--- src/rtl/cw305_pulpino_mailbox_pkg.sv ---
// Shared definitions for the CW305 <-> PULPino mailbox.
// Holds the data_ctrl status field positions used by RTL, bench and host software.
package cw305_pulpino_mailbox_pkg;

  // cw305_defines: data_ctrl bit positions
  localparam int DC_H2C_FULL  = 0;
  localparam int DC_H2C_EMPTY = 1;
  localparam int DC_C2H_FULL  = 2;
  localparam int DC_C2H_EMPTY = 3;
  localparam int DC_H2C_OVF   = 4;
  localparam int DC_C2H_UDF   = 5;
  localparam int DC_H2C_COUNT = 8;
  localparam int DC_C2H_COUNT = 12;
  localparam int DC_COUNT_W   = 4;

  function automatic logic [31:0] pack_data_ctrl(
    input logic                  h2c_full,
    input logic                  h2c_empty,
    input logic                  c2h_full,
    input logic                  c2h_empty,
    input logic                  h2c_ovf,
    input logic                  c2h_udf,
    input logic [DC_COUNT_W-1:0] h2c_count,
    input logic [DC_COUNT_W-1:0] c2h_count
  );
    logic [31:0] w;
    w                             = '0;
    w[DC_H2C_FULL]                = h2c_full;
    w[DC_H2C_EMPTY]               = h2c_empty;
    w[DC_C2H_FULL]                = c2h_full;
    w[DC_C2H_EMPTY]               = c2h_empty;
    w[DC_H2C_OVF]                 = h2c_ovf;
    w[DC_C2H_UDF]                 = c2h_udf;
    w[DC_H2C_COUNT +: DC_COUNT_W] = h2c_count;
    w[DC_C2H_COUNT +: DC_COUNT_W] = c2h_count;
    return w;
  endfunction

endpackage

--- src/rtl/cw305_pulpino_mailbox_if.sv ---
// Port bundle of one mailbox queue: producer/consumer strobes on one side,
// head word and occupancy status on the other.
interface cw305_pulpino_mailbox_if #(
  parameter int pWIDTH = 32,
  parameter int pDEPTH = 4
);
  localparam int CW = $clog2(pDEPTH + 1);

  logic              push;
  logic              pop;
  logic [pWIDTH-1:0] wr_data;
  logic [pWIDTH-1:0] head;
  logic [CW-1:0]     count;
  logic              full;
  logic              empty;

  modport master (output push, pop, wr_data, input head, count, full, empty);
  modport slave  (input push, pop, wr_data, output head, count, full, empty);
endinterface

--- src/rtl/cw305_mailbox_fifo.sv ---
// Synchronous fall-through FIFO: a pushed word shows at head one edge later.
// Pop of an empty queue is ignored; push on full is taken only alongside a pop.
module cw305_mailbox_fifo
  import cw305_pulpino_mailbox_pkg::*;
#(
  parameter int pWIDTH = 32,
  parameter int pDEPTH = 4
) (
  input logic                      clk,
  input logic                      srst,
  cw305_pulpino_mailbox_if.slave   bus
);
  localparam int PW = (pDEPTH > 1) ? $clog2(pDEPTH) : 1;
  localparam int CW = $clog2(pDEPTH + 1);

  logic [pWIDTH-1:0] mem_q [pDEPTH];
  logic [PW-1:0]     wr_ptr_q, wr_ptr_d;
  logic [PW-1:0]     rd_ptr_q, rd_ptr_d;
  logic [CW-1:0]     count_q, count_d;
  logic              do_push, do_pop;
  logic              is_full, is_empty;

  assign is_full  = (count_q == CW'(pDEPTH));
  assign is_empty = (count_q == '0);

  // pDEPTH is a power of two, so plain increment wraps the pointers
  always_comb begin
    do_pop   = bus.pop && !is_empty;
    do_push  = bus.push && (!is_full || do_pop);
    wr_ptr_d = do_push ? wr_ptr_q + 1'b1 : wr_ptr_q;
    rd_ptr_d = do_pop  ? rd_ptr_q + 1'b1 : rd_ptr_q;
    count_d  = count_q;
    if (do_push && !do_pop) count_d = count_q + 1'b1;
    if (do_pop && !do_push) count_d = count_q - 1'b1;
  end

  always_ff @(posedge clk) begin
    if (srst) begin
      wr_ptr_q <= '0;
      rd_ptr_q <= '0;
      count_q  <= '0;
    end else begin
      wr_ptr_q <= wr_ptr_d;
      rd_ptr_q <= rd_ptr_d;
      count_q  <= count_d;
    end
  end

  // Storage carries no reset; the pointers alone define what is valid
  always_ff @(posedge clk) begin
    if (do_push && !srst) mem_q[wr_ptr_q] <= bus.wr_data;
  end

  assign bus.head  = mem_q[rd_ptr_q];
  assign bus.count = count_q;
  assign bus.full  = is_full;
  assign bus.empty = is_empty;
endmodule

--- src/rtl/cw305_pulpino_mailbox.sv ---
// Two-way mailbox between the CW305 host register block and the PULPino core:
// H2C and C2H queues, sticky overflow/underflow flags and the data_ctrl status word.
module cw305_pulpino_mailbox
  import cw305_pulpino_mailbox_pkg::*;
#(
  parameter int pWIDTH = 32,
  parameter int pDEPTH = 4
) (
  input  logic              crypto_clk,
  input  logic              reset_i,
  input  logic [pWIDTH-1:0] host_wr_data,
  input  logic              host_push,
  input  logic              host_pop,
  input  logic              host_clr,
  output logic [pWIDTH-1:0] host_rd_data,
  output logic [31:0]       data_ctrl,
  output logic [pWIDTH-1:0] core_rd_data,
  output logic              core_rd_valid,
  input  logic              core_rd_ready,
  input  logic [pWIDTH-1:0] core_wr_data,
  input  logic              core_wr_valid,
  output logic              core_wr_ready,
  output logic              core_irq
);
  cw305_pulpino_mailbox_if #(.pWIDTH(pWIDTH), .pDEPTH(pDEPTH)) h2c_bus ();
  cw305_pulpino_mailbox_if #(.pWIDTH(pWIDTH), .pDEPTH(pDEPTH)) c2h_bus ();

  cw305_mailbox_fifo #(.pWIDTH(pWIDTH), .pDEPTH(pDEPTH)) u_h2c (
    .clk  (crypto_clk),
    .srst (reset_i),
    .bus  (h2c_bus.slave)
  );

  cw305_mailbox_fifo #(.pWIDTH(pWIDTH), .pDEPTH(pDEPTH)) u_c2h (
    .clk  (crypto_clk),
    .srst (reset_i),
    .bus  (c2h_bus.slave)
  );

  // H2C: host produces, core consumes with a valid/ready handshake
  assign h2c_bus.push    = host_push;
  assign h2c_bus.wr_data = host_wr_data;
  assign h2c_bus.pop     = core_rd_ready;
  assign core_rd_data    = h2c_bus.head;
  assign core_rd_valid   = ~h2c_bus.empty;
  assign core_irq        = ~h2c_bus.empty;

  // C2H: core writes only when ready, so a full queue never swallows a core word
  assign core_wr_ready   = ~c2h_bus.full;
  assign c2h_bus.push    = core_wr_valid & core_wr_ready;
  assign c2h_bus.wr_data = core_wr_data;
  assign c2h_bus.pop     = host_pop;
  assign host_rd_data    = c2h_bus.empty ? '0 : c2h_bus.head;

  logic h2c_ovf_q, h2c_ovf_d;
  logic c2h_udf_q, c2h_udf_d;

  // A new error event beats a coincident clear
  always_comb begin
    h2c_ovf_d = h2c_ovf_q & ~host_clr;
    c2h_udf_d = c2h_udf_q & ~host_clr;
    if (host_push && h2c_bus.full && !core_rd_ready) h2c_ovf_d = 1'b1;
    if (host_pop && c2h_bus.empty)                    c2h_udf_d = 1'b1;
  end

  always_ff @(posedge crypto_clk) begin
    if (reset_i) begin
      h2c_ovf_q <= 1'b0;
      c2h_udf_q <= 1'b0;
    end else begin
      h2c_ovf_q <= h2c_ovf_d;
      c2h_udf_q <= c2h_udf_d;
    end
  end

  assign data_ctrl = pack_data_ctrl(
    h2c_bus.full, h2c_bus.empty, c2h_bus.full, c2h_bus.empty,
    h2c_ovf_q, c2h_udf_q,
    DC_COUNT_W'(h2c_bus.count), DC_COUNT_W'(c2h_bus.count));
endmodule

--- config.mk ---
export PLATFORM = sky130hd
export DESIGN_NAME = cw305_pulpino_mailbox
export DESIGN_NICKNAME = d
export VERILOG_FILES = /design/src/rtl/cw305_pulpino_mailbox_pkg.sv /design/src/rtl/cw305_pulpino_mailbox_if.sv /design/src/rtl/cw305_mailbox_fifo.sv /design/src/rtl/cw305_pulpino_mailbox.sv
export SDC_FILE = /design/constraint.sdc
export NUM_CORES = 1
export LEC_CHECK = 0
export ABC_AREA = 1
export BUFFER_PORTS_ARGS = -buffer_cell sky130_fd_sc_hd__buf_2
export CORE_MARGIN = 4
export CORE_UTILIZATION = 61
export DETAILED_ROUTE_END_ITERATION = 16
export GPL_TIMING_DRIVEN = 0
export PLACE_DENSITY = 0.85
export SYNTH_ARGS = -nofsm -noshare
export SYNTH_HDL_FRONTEND = slang
export SYNTH_HIERARCHICAL = 1
export SYNTH_SLANG_ARGS = --single-unit
--- constraint.sdc ---
create_clock -name crypto_clk -period 4.2 [get_ports crypto_clk]
set_input_delay 0.21 -clock crypto_clk [delete_from_list [all_inputs] [get_ports crypto_clk]]
set_output_delay 0.21 -clock crypto_clk [all_outputs]
set_load 0.1 [all_outputs]
==> impl_results.md, run 1 <==
- Cell Pwr Density: roughly 730 nW/um^2
- Hpwl dp: approximately 15000 microns
- Cell internal pwr: 5.39 mW
- CTS Buffer Depth: 3
- Synthesis-to-finish area growth: 26.2%
- VDD IR max: 1.00 mV
- Clk pwr share: between 20% and 30%
- Startpoint class of the critical path: flop
- Die Y: 143 microns
- TNS Setup: 0 ns
- Die W: around 140 microns
- Yosys warning count: 6
- Worst Setup EP: host_rd_data[28]
- Setup-failing EPs final: 0
- Comb power frac: 44.5%
- CP endpoint kind: primary output
- CTS root buf: clkbuf_16
- Tot Pwr: 10.2 mW
- Worst Hold Class: input port to flop
- Global-route wire length before repair: 39400 microns
- Most common cell after layout, fill and taps aside: edfxtp_1
- Synth top area cells: edfxtp_1 (70%), nor2_1 (6.0%), o21ai_0 (4.2%)
- Post-Syn Area: roughly 11000 sq um
- Slew HR: 57.5%
- Worst r2r path cells: 7
- Crit path time final: 2.71 ns
- Vias in the first global route: ~7600
- DP Worst Slack: 1.80 ns
- Initial antenna violation count: 2
- Layout cells sized above 1: between 20% and 30%
- Worst Hold Launch: host_pop
- Post-layout util: about four fifths
- Worst Path Arrival: 2.50 ns
- Clock Pin Slew Worst Setup and Hold Paths: 0.06 ns
- Slew @ Worst Pin: about 0.64 ns
- GR Overflow Total: 0
- Seq/Total Area, Yosys: 73.3%
- Max Clk Rate: about 0.37 GHz
- Sw Pwr: ~4.8 mW
- FF-to-FF setup slack: 1.73 ns
- Most frequent cells in the layout: edfxtp_1 (256), nor2_1 (167), buf_2 (167)
- Setup Skew: between 0.005 and 0.006 ns
- Final Hold Violating Endpoints: 0
- Avg Inst Size Synth: 12.8 sq um
- Final worst setup slack: 1.49 ns
- Routed length per placed instance: between 15 and 20 microns
- Synth cell types: 30
- All-Layer GR Usage: 24.9%
- Layout Cells excl Fill: 1384
- Post-CTS Resized: 0
- Mapped Cells: around 860
- CTS tree: yes
- Req. time, crit path: between 3 and 4 ns
- Die footprint: 20300 sq um
- LEAKAGE: 5.41 nW
- Post-DP Area: 12400 sq um
- Routed WL: 26000 microns
- RSZ-0062 raised after global routing: false
- Total CTS buffers: 27
- Fin. max-slew vios: 0
- Setup CP Type: flop to primary output
- Seq pwr share: between 30 and 40%
- DR DRC count: 0
- Worst-Skew Late Latency: between 0.5 and 0.6 ns
- Yosys reg bits: around 280
- Sinks on Clock Net: 276
- Final Instance Area: 13900 sq um
- DR pass1 iterations: 5
- Routed Antenna Nets: 0
- WHS: 0.0151 ns
- H-tree depth: 1
- Cell taking the most area after synthesis: edfxtp_1
- Sw frac: between 40% and 50%
- Final period util: 64.5%
- Core Region: 17500 sq um
- Crit Path Max Fanout: 10
- Placed Cells incl. Taps: 1264
- Port bufs: 149
- Max-Cap Viols: 0
- Initial drt markers: 615
- Largest net degree at the start of global routing: 31
- Synth top area share: approximately 70%
- Drt via density: 5.59
- GPL Wtd Cong: 0.800
- Worst R2R End: u_c2h/mem_q[2][27]
- Status: completed
- Via count: around 7700
- Worst R2R Start: u_c2h/bus.count[1]
- FP Rows: 48
- Nets: 1216
- Ports: 170
- Initial cell density of the core: 62.9%
==> cells by family after synthesis <==
logic type | after synthesis | synth area share (%)
compound gates | 216 | 10.6
fa+ha+maj | 10 | 1.27
buf+inv | 143 | 6.46
flops | 276 | 73.3
other cells | 1 | 0.0340
simple gates | 217 | 8.38
==> registers in the layout, indices dropped and copies added, names as in the netlist, named ones only <==
name / count
c2h_udf_q: 1
h2c_ovf_q: 1
u_c2h/bus.count: 3
u_c2h/mem_q: 128
u_c2h/rd_ptr_q: 2
u_c2h/wr_ptr_q: 2
u_h2c/bus.count: 3
u_h2c/mem_q: 128
u_h2c/rd_ptr_q: 2
u_h2c/wr_ptr_q: 2
==> synth_stat cells <==
cell / n
inv_4: 1
conb_1: 1
nor3_1: 2
inv_1: 67
a21boi_0: 1
fa_1: 2
buf_6: 4
a21oi_1: 12
clkbuf_1: 14
nor2_1: 175
nand3_2: 4
inv_2: 6
nor2_4: 2
a21oi_2: 1
edfxtp_1: 256
nand2_2: 5
nand2_4: 4
clkbuf_2: 1
buf_4: 32
nor2_2: 3
a21boi_1: 1
ha_1: 8
dfxtp_1: 20
nand4_1: 4
buf_2: 18
nand2_1: 12
nand3_1: 6
o22ai_1: 64
o21ai_1: 44
o21ai_0: 93
==> layer usage <==
layer | up-vias | track usage, % | part of all wire (%)
met1 | 3704 | 32.3 | 37
met4 | 0 | 7.90 | 2.7
met2 | 404 | 43.3 | 51
met5 | - | 0 | 0
met3 | 56 | 4.17 | 8.9
li1 | 3572 | - | -
==> worst min path at each step <==
stage | to | slack [ns] | depth (start not counted)
6_report | c2h_udf_q | 0.02 | 3
5_1_grt | c2h_udf_q | 0.03 | 3
4_1_cts | c2h_udf_q | 0.002 | 3
3_5_place_dp | u_c2h/mem_q[2][27] | 0.43 | 1
3_3_place_gp | u_c2h/mem_q[2][22] | 0.42 | 1
2_1_floorplan | u_c2h/bus.count[0] | 0.27 | 1
==> worst max-delay path, cell delays in order (launching register included) <==
cell	delay, ns
dfxtp_1	0.44
clkbuf_1	0.42
o21ai_1	0.17
o22ai_1	0.34
inv_1	0.08
nor2_1	0.08
buf_2	0.42
==> area by class of cell <==
cell class / instances / area, sq um
fill: 920 / 3610
timing repair buffer: 224 / 1580
clock buffer: 34 / 722
multi-input combinational: 463 / 2370
antenna: 3 / 7.51
inverter: 74 / 280
tap: 225 / 282
sequential: 276 / 8090
clock inverter: 16 / 163
buffer: 69 / 433
==> power by group through the flow <==
stage / sequential (mW) / combinational [mW] / clock, mW
after detailed placement: 3.31 / 4.41 / 0
after global placement: 3.32 / 4.32 / 0
after global routing: 3.27 / 4.72 / 2.56
final: 3.26 / 4.53 / 2.38
after CTS: 3.26 / 4.48 / 2.38
after floorplan: 3.44 / 3.49 / 0
==> repair_timing <==
item | in CTS | in global routing
buffers inserted | 0 | 0
hold buffers | 67 | 0
endpoints found under the hold margin | 262 | 0
Note: power is estimated with default switching activity, not from simulation.
==> run 2, diff against run 1 <==
--- a/config.mk
+++ b/config.mk
@@ -8,10 +8,10 @@
 export ABC_AREA = 1
 export BUFFER_PORTS_ARGS = -buffer_cell sky130_fd_sc_hd__buf_2
 export CORE_MARGIN = 4
-export CORE_UTILIZATION = 61
+export CORE_UTILIZATION = 51
 export DETAILED_ROUTE_END_ITERATION = 16
 export GPL_TIMING_DRIVEN = 0
-export PLACE_DENSITY = 0.85
+export PLACE_DENSITY = 0.76
 export SYNTH_ARGS = -nofsm -noshare
 export SYNTH_HDL_FRONTEND = slang
 export SYNTH_HIERARCHICAL = 1
==> constraint.sdc (replaced) <==
create_clock -name crypto_clk -period 2.4 [get_ports crypto_clk]
set_input_delay 0.12 -clock crypto_clk [delete_from_list [all_inputs] [get_ports crypto_clk]]
set_output_delay 0.12 -clock crypto_clk [all_outputs]
set_load 0.1 [all_outputs]
==> run 2 against run 1 <==
Via count fell by 3.4%. Sequential share of layout area decreased by 0.37 points. Largest cell class unchanged. Largest power group unchanged. Core utilization is 13 points lower.
==> impl_results.md, run 2 (synthesis gave the netlist of run 1 again) <==
- Routed length per placed instance: 17.2 microns (-8.6%)
- Crit path time final: 2.35 ns
- Nets: 1210 (-0.49%)
- Hpwl dp: 14400 microns (-4.5%)
- Vias in the first global route: 7387 (-3.1%)
- Synthesis-to-finish area growth: 27.2%
- Port bufs: 149 (unchanged)
- Most frequent cells in the layout: edfxtp_1 (256), nor2_1 (136), buf_2 (113)
- Setup CP Type: flop to primary output
- Final worst setup slack: 0.0524 ns (-1.44 ns)
- DR pass1 iterations: 5 (unchanged)
- Routed WL: 24500 microns (-5.8%)
- CTS root buf: clkbuf_16
- Max-Cap Viols: 0 (unchanged)
- Setup-failing EPs final: 0 (unchanged)
- Routed Antenna Nets: 0 (unchanged)
- Fin. max-slew vios: 0 (unchanged)
- Slew HR: 25.3% (-32 points)
- Die W: 155 microns (+8.8%)
- Via count: 7471 (-3.4%)
- Final Instance Area: 14000 sq um (+0.80%)
- Sw frac: 46.8% (-0.20 points)
- Sinks on Clock Net: 276 (unchanged)
- GR Overflow Total: 0 (unchanged)
- Startpoint class of the critical path: flop
- CTS Buffer Depth: 3 (unchanged)
- Max Clk Rate: 0.426 GHz
- Die footprint: 24100 sq um (+18%)
- Top flop regs: u_c2h/mem_q: 128 flops, u_h2c/mem_q: 128 flops
- Critical path's slowest cell: buf_2
- Clk pwr share: 22.0% (-1.4 points)
- Die Y: 155 microns (+8.8%)
- DP Worst Slack: -0.104 ns (-1.91 ns)
- Clock Pin Slew Worst Setup and Hold Paths: 0.06 ns (about the same)
- Final period util: 97.8%
- Total CTS buffers: 27 (unchanged)
- FF-to-FF setup slack: 0.17 ns (-1.56 ns)
- Status: completed
- Req. time, crit path: 2.28 ns (-1.71 ns)
- Slew @ Worst Pin: 1.12 ns (+0.482 ns)
- Global-route wire length before repair: 37300 microns (-5.3%)
- CP max stage delay: 0.45 ns (about the same)
- Largest net degree at the start of global routing: 33 (+6.5%)
- CTS tree: yes
- All-Layer GR Usage: 19.5% (-5.4 points)
- Cell chain of the critical path: inv_1 -> clkbuf_1 -> o21ai_0 -> o22ai_1 -> buf_2
- Comb power frac: 46.1% (+1.6 points)
- Buf/Inv on CP: 3 (unchanged)
- Core Region: 21200 sq um (+21%)
- GPL Wtd Cong: 0.774 (-3.3%)
- FP Rows: 53 (+10%)
- Sw Pwr: 8.38 mW (+75%)
- Initial cell density of the core: 52.2% (-11 points)
- CP delay by family, top: buffers and inverters
- Layout cells sized above 1: 27.9% (+2.9 points)
- Worst Hold Class: input port to flop
- LEAKAGE: 5.37 nW (-0.82%)
- Cell Pwr Density: 1270 nW/um^2 (+75%)
- Most common cell after layout, fill and taps aside: edfxtp_1
- H-tree depth: 1 (unchanged)
- CP endpoint kind: primary output
- Post-DP Area: 12400 sq um (-0.10%)
- Crit Path Max Fanout: 10 (unchanged)
- Setup Skew: 0.0175 ns (+0.0123 ns)
- Initial drt markers: 517 (-16%)
- Worst-Skew Late Latency: 0.52 ns (about the same)
- Post-layout util: 66.4% (-13 points)
- VDD IR max: 1.22 mV (+22%)
- Cell internal pwr: 9.52 mW (+77%)
- Final Hold Violating Endpoints: 0 (unchanged)
- Worst Path Arrival: 2.23 ns (-0.27 ns)
- Drt via density: 5.24 (-6.3%)
- WHS: 0.0176 ns (+0.00256 ns)
- Seq pwr share: 31.9% (-0.2 points)
- DR DRC count: 0 (unchanged)
- Setup Fix Bufs, Post-CTS: 0 (unchanged)
- Initial antenna violation count: 2 (unchanged)
- Ports: 170 (unchanged)
- TNS Setup: 0 ns (unchanged)
-- run 2: final timing paths --
check	startpoint	end	cells past startpoint
max	flop	core_rd_data[11]	5
min	host_push	u_h2c/bus.count[0]	4
max reg2reg	u_c2h/bus.count[0]	u_c2h/mem_q[3][26]	6
min reg2reg	u_h2c/rd_ptr_q[1]	u_h2c/rd_ptr_q[1]	1
-- run 2: per-stage QoR --
| step | std cells | power (mW) |
|---|---|---|
| 2_1_floorplan | 882 | 12.3 |
| 3_3_place_gp | 1306 | 13.6 |
| 3_5_place_dp | 1306 | 13.7 |
| 4_1_cts | 1424 | 17.8 |
| 5_1_grt | 1426 | 18.6 |
| 6_report | 1426 | 17.9 |
-- run 2: metal layers --
layer / up-vias / wire, microns / global-route usage (%)
li1: 3555 / - / -
met1: 3527 / 9440 / 24.6
met2: 325 / 12300 / 34.0
met3: 64 / 2030 / 3.48
met4: 0 / 724 / 6.94
met5: - / 0 / 0
-- run 2: repair_timing --
action	CTS	global route
hold buffers	69	0
endpoints found under the hold margin	264	0
gates resized for setup	25	44
pin swaps	1	0
gates cloned	0	0
endpoints found under the setup margin	165	176
-- run 2: area by class of cell --
class | count | area [sq um]
Timing Repair Buffer | 218 | 1570
Inverter | 74 | 280
Clock buffer | 32 | 694
Multi-Input combinational cell | 463 | 2460
Tap cell | 275 | 344
Fill cell | 1472 | 7110
Antenna cell | 2 | 5.00
Sequential cell | 276 | 8100
Clock inverter | 17 | 136
Buffer | 69 | 443
-- run 2: worst min-delay path: cells and delay by family --
kind | cells | cell delay [ns]
simple gates | 2 | 0.18
buf+inv | 1 | 0.13
compound gates | 1 | 0.06
-- run 2: power groups by stage --
stage          clock [mW]  sequential (mW)  combinational [mW]
3_3_place_gp            0             5.80                7.80
2_1_floorplan           0             6.03                6.31
3_5_place_dp            0             5.81                7.87
4_1_cts              3.99             5.71                8.09
5_1_grt              4.22             5.74                8.63
6_report             3.94             5.72                8.25
